===== src/rtl/ret_addr_stack_if.sv =====
// Control-unit <-> return-address-stack signal bundle.
// The master side is the CALL/RET sequencer; the slave side is the stack.
interface ret_addr_stack_if #(
    parameter int AW    = 16,
    parameter int DEPTH = 8,
    parameter int CW    = $clog2(DEPTH + 1)
);
    logic          push;
    logic          pop;
    logic [AW-1:0] push_addr;
    logic          clr_err;
    logic [AW-1:0] top_addr;
    logic          empty;
    logic          full;
    logic [CW-1:0] count;
    logic          overflow;
    logic          underflow;

    modport master (
        output push, pop, push_addr, clr_err,
        input  top_addr, empty, full, count, overflow, underflow
    );

    modport slave (
        input  push, pop, push_addr, clr_err,
        output top_addr, empty, full, count, overflow, underflow
    );
endinterface


===== src/rtl/ret_addr_stack.sv =====
// Return-address LIFO feeding the PC load-data path; top_addr has zero pop latency.
// Define RAS_WRAP_EN for circular mode (push while full overwrites the oldest entry).
module ret_addr_stack #(
    parameter int AW    = 16,
    parameter int DEPTH = 8,
    parameter int CW    = $clog2(DEPTH + 1)
) (
    input  logic clk,
    input  logic reset,
    ret_addr_stack_if.slave ras
);
    localparam int PW = $clog2(DEPTH);
    localparam logic [PW-1:0] SP_ONE   = PW'(1);
    localparam logic [CW-1:0] CNT_ONE  = CW'(1);
    localparam logic [CW-1:0] CNT_FULL = CW'(DEPTH);

    logic [AW-1:0] mem [DEPTH];
    logic [PW-1:0] sp, sp_nxt, sp_m1, wr_idx;
    logic [CW-1:0] cnt, cnt_nxt;
    logic          ovf, unf;
    logic          ovf_set, unf_set, wr_en;
    logic          is_empty, is_full;

    assign sp_m1    = sp - SP_ONE;
    assign is_empty = (cnt == '0);
    assign is_full  = (cnt == CNT_FULL);

    assign ras.top_addr  = is_empty ? '0 : mem[sp_m1];
    assign ras.empty     = is_empty;
    assign ras.full      = is_full;
    assign ras.count     = cnt;
    assign ras.overflow  = ovf;
    assign ras.underflow = unf;

    always_comb begin
        sp_nxt  = sp;
        cnt_nxt = cnt;
        wr_en   = 1'b0;
        wr_idx  = sp;
        ovf_set = 1'b0;
        unf_set = 1'b0;
        if (ras.push && ras.pop) begin
            if (!is_empty) begin
                // tail call: replace the top frame in place
                wr_en  = 1'b1;
                wr_idx = sp_m1;
            end else begin
                wr_en   = 1'b1;
                sp_nxt  = sp + SP_ONE;
                cnt_nxt = cnt + CNT_ONE;
                unf_set = 1'b1;
            end
        end else if (ras.push) begin
            if (!is_full) begin
                wr_en   = 1'b1;
                sp_nxt  = sp + SP_ONE;
                cnt_nxt = cnt + CNT_ONE;
            end else begin
                ovf_set = 1'b1;
`ifdef RAS_WRAP_EN
                wr_en  = 1'b1;
                sp_nxt = sp + SP_ONE;
`endif
            end
        end else if (ras.pop) begin
            if (!is_empty) begin
                sp_nxt  = sp_m1;
                cnt_nxt = cnt - CNT_ONE;
            end else begin
                unf_set = 1'b1;
            end
        end
    end

    always_ff @(posedge clk or posedge reset) begin
        if (reset) begin
            sp  <= '0;
            cnt <= '0;
            ovf <= 1'b0;
            unf <= 1'b0;
        end else begin
            sp  <= sp_nxt;
            cnt <= cnt_nxt;
            ovf <= ovf_set | (ovf & ~ras.clr_err);
            unf <= unf_set | (unf & ~ras.clr_err);
        end
    end

    // Storage is not reset; a reset-cycle write is harmless since count is cleared.
    always_ff @(posedge clk) begin
        if (wr_en)
            mem[wr_idx] <= ras.push_addr;
    end
endmodule


===== src/flat_wrapper.sv =====
// flat-port wrapper written by rule: the top's interface ports become plain ports
module ret_addr_stack_flat 
#(
    parameter int AW    = 16,
    parameter int DEPTH = 8,
    parameter int CW    = $clog2(DEPTH + 1)
)
  (clk, reset, ras_push, ras_pop, ras_push_addr, ras_clr_err, ras_top_addr, ras_empty, ras_full, ras_count, ras_overflow, ras_underflow);
  ret_addr_stack_if #(.AW(AW), .DEPTH(DEPTH), .CW(CW)) ras_i ();
  input  logic clk;
  input  logic reset;
  input wire logic [$bits(ras_i.push)-1:0] ras_push;
  input wire logic [$bits(ras_i.pop)-1:0] ras_pop;
  input wire logic [$bits(ras_i.push_addr)-1:0] ras_push_addr;
  input wire logic [$bits(ras_i.clr_err)-1:0] ras_clr_err;
  output wire logic [$bits(ras_i.top_addr)-1:0] ras_top_addr;
  output wire logic [$bits(ras_i.empty)-1:0] ras_empty;
  output wire logic [$bits(ras_i.full)-1:0] ras_full;
  output wire logic [$bits(ras_i.count)-1:0] ras_count;
  output wire logic [$bits(ras_i.overflow)-1:0] ras_overflow;
  output wire logic [$bits(ras_i.underflow)-1:0] ras_underflow;
  assign ras_i.push = ras_push;
  assign ras_i.pop = ras_pop;
  assign ras_i.push_addr = ras_push_addr;
  assign ras_i.clr_err = ras_clr_err;
  assign ras_top_addr = ras_i.top_addr;
  assign ras_empty = ras_i.empty;
  assign ras_full = ras_i.full;
  assign ras_count = ras_i.count;
  assign ras_overflow = ras_i.overflow;
  assign ras_underflow = ras_i.underflow;
  ret_addr_stack #(.AW(AW), .DEPTH(DEPTH), .CW(CW)) u_core (.clk(clk), .reset(reset), .ras(ras_i));
endmodule

===== config.mk =====
export PLATFORM = sky130hd
export DESIGN_NAME = ret_addr_stack_flat
export DESIGN_NICKNAME = d
export VERILOG_FILES = /design/src/rtl/ret_addr_stack_if.sv /design/src/rtl/ret_addr_stack.sv /design/src/flat_wrapper.sv
export SDC_FILE = /design/constraint.sdc
export NUM_CORES = 1
export LEC_CHECK = 0
export BUFFER_PORTS_ARGS = -buffer_cell sky130_fd_sc_hd__buf_2
export CORE_ASPECT_RATIO = 0.6
export CORE_MARGIN = 3
export CORE_UTILIZATION = 30
export CTS_CLUSTER_SIZE = 12
export DETAILED_ROUTE_END_ITERATION = 8
export HOLD_SLACK_MARGIN = 0.12
export PLACE_DENSITY = 0.49
export SLEW_MARGIN = 20
export SYNTH_ARGS = -nofsm -noshare
export SYNTH_HDL_FRONTEND = slang
export SYNTH_SLANG_ARGS = --single-unit

===== constraint.sdc =====
create_clock -name clk -period 3 [get_ports clk]
set_input_delay 0.15 -clock clk [delete_from_list [all_inputs] [get_ports clk]]
set_output_delay 0.15 -clock clk [all_outputs]
set_load 0.02 [all_outputs]

==> flow_summary.yaml <==
layout:
  layout.nets: 428
  register_area_sq_um: 4070
  area_delta_synth_final_pct: 24.3
  drive_above_1_share_pct: 33.7
  fill_cells: 1710
  multi_input_area_sq_um: 1400
  antenna_cells: 0
clocking:
  cts_buffers: 17
  cts-root-buf: "clkbuf_16"
  cts_tree: "yes"
  clock-sinks: 137
  cts-htree-levels: 4
  cts_max_path_buffers: 2
  clk_pin_slew_ns: 0.06
  post_cts_resize_count: 0
  insertion_delay_ns: 0.41
worst_setup_path:
  cp_num_buf_inv: 3
  critPathTopFamily: "buffers and inverters"
  startpoint_type: "flop"
  critPathMaxStageDelay_ns: 0.53
  cp_cell_sequence: "inv_1 > ha_1 > xor2_2 > buf_4 > nand2_1 > a21oi_1 > buf_2"
  cp_slowest_cell: "xor2_2"
  arrival_ns: 2.64
  crit_type: "flop to output pin"
  endpoint_kind: "output pin"
  critPathRequiredTime_ns: 2.85
  worstPathMaxFanout: 9
global_routing:
  grt_max_degree: 40
  grt_use_total_pct: 13.3
  grt_pass1_vias: 3212
  grt_first_pass_wirelength_mm: 20.1
  antenna_found_initial: 0
  overflow: 0
drt:
  first_pass_iters: 4
  avgRoutedWirePerCell_um: 19.8
  drt_iter0_drc: 209
  via_count: 3141
  wl_mm: 13.0
  viasPerCell: 4.79
  drc: 0
  postRouteAntennaNets: 0
synthesis:
  synth_nets: 339
  yosys-top-cells-area: "edfxtp_1 (68%), mux4_2 (13%), dfrtp_1 (4.0%), nand2_1 (2.4%), a21oi_1 (1.6%)"
  synth_area_leader_cell: "edfxtp_1"
  yosysSeqAreaShare_pct: 72.3
  syn_inst: 314
  netlist.area_leader.share_pct: 68.3
  synth_flop_cell: "edfxtp_1"
  netlist_area_sq_um: 5630
  synth_cell_type_count: 43
  ys_ff_latch: 137
  synth-async-reset-ratio_pct: 6.57
  yosysMostFrequentCell: "edfxtp_1"
  yosysWarnings: 0
  ys_top_cells_by_count: "edfxtp_1 (128), nand2_1 (36), mux4_2 (32), a21oi_1 (18), inv_1 (12)"
  synth-edff-count: 128
  syn_avg_cell_area_sq_um: 17.9
place:
  gp_congestion: 0.782
  dp_hpwl_mm: 8.22
  numPortBuffers: 44
timing:
  setup_viol: 0
  fin_skew_ns: 0.0115
  finalCritPeriodShare_pct: 93.1
  max_clock_freq_ghz: 0.358
  final_max_slew_viol_count: 0
  hold_ws_ns: 0.149
  rsz0062_at_grt: "false"
  period_minus_slack_ns: 2.79
  fin_setup_tns_ns: 0
  worstMarginPinSlew_ns: 0.751
  slew_headroom_pct: 49.9
  hold_violations: 0
floorplanning:
  num_rows: 38
  die_w_um: 183
  io_pins: 45
  die_h_um: 112
  initial_core_util_pct: 30.9
  design.core.area_sq_um: 18200
  die_area_sq_um: 20500
outcome:
  status: "finished clean"
power:
  p_leak_nw: 2.49
  peakVddDrop_mv: 0.500
  p_per_area_nw_per_um2: 1180
flow_run:
  drv_cap: 0
worst_hold_path:
  hp-class: "primary input to flop"
-- power by group --
| group | switching, mW | total, mW | internal (mW) |
|---|---|---|---|
| clock network | 0.838 | 2.08 | 1.24 |
| logic | 2.14 | 3.53 | 1.39 |
| registers | 0.151 | 2.64 | 2.48 |
-- cells in the final DEF (no fill, tap or decap), types with 11 or more instances in the layout --
master         count
buf_2             44
dlygate4sd3_1     19
edfxtp_1         128
clkbuf_16         17
nand2_1           36
inv_1             12
mux4_2            32
a21oi_1           18
nor2_1            11
buf_4             24
-- state kept, by name (all words and copies together), names as in the netlist --
register and cells:
u_core.mem 128, u_core.ras.count 4, u_core.ras.overflow 1, u_core.ras.underflow 1
u_core.sp 3
-- stage by stage --
step | cells | total power [mW] | worst slack (ns) | utilization (%) | instance area (sq um)
after floorplan | 314 | 5.01 | 0.174 | - | 5630
after global placement | 605 | 6.21 | 0.640 | 34.1 | 6220
after detailed placement | 605 | 6.24 | 0.597 | 34.1 | 6220
after CTS | 656 | 8.37 | 0.122 | 38.4 | 7000
after global routing | 656 | 8.73 | 0.0116 | 38.4 | 7000
final | 656 | 8.24 | 0.207 | 38.4 | 7000
-- routing by layer --
metal	vias up	share of wire [%]	wire [um]	GRT usage [%]
li1	1409	-	-	-
met2	58	42	5440	18.0
met1	1663	54	6970	21.1
met5	-	0	0	0
met4	0	0.69	89	3.62
met3	11	3.6	462	3.34
-- cells by family after synthesis --
logic type	Yosys count	share of synthesized area, %
buffers and inverters	30	2.82
multiplexers	33	13.0
XOR/XNOR	9	1.67
AND/OR/NAND/NOR	64	5.14
flip-flops	137	72.3
adder cells (fa/ha/maj)	5	1.07
AO/OA/AOI/OAI	36	4.00
-- timing repair --
| item | in CTS | in global routing |
|---|---|---|
| buffers inserted | 0 | 0 |
| hold endpoints to repair | 139 | 0 |
| hold buffers | 19 | 0 |
-- final timing paths --
check / to / slack [ns] / cells after the start / from
setup / recovery: ras_top_addr[11] / 0.21 / 7 / u_core.sp[1]
hold / removal: u_core.sp[2] / 0.15 / 2 / ras_push
setup reg to reg: u_core.mem[2][12] / 0.60 / 7 / u_core.sp[1]
hold reg to reg: u_core.ras.underflow / 0.54 / 2 / u_core.ras.underflow
max in group asynchronous: u_core.sp[0] / 2.47 / 3 / reset
min in group asynchronous: u_core.ras.underflow / 0.25 / 3 / reset
-- final cells by class --
cell class                 count  share of cell area [%]
inverter                      13                   0.697
clock buffer                  17                    6.08
timing repair buffer          87                    8.44
sequential                   137                    58.2
clock inverter                15                    2.32
tap                          240                    4.29
multi-input combinational    147                    20.0
Power figures use the tool's default switching activity.
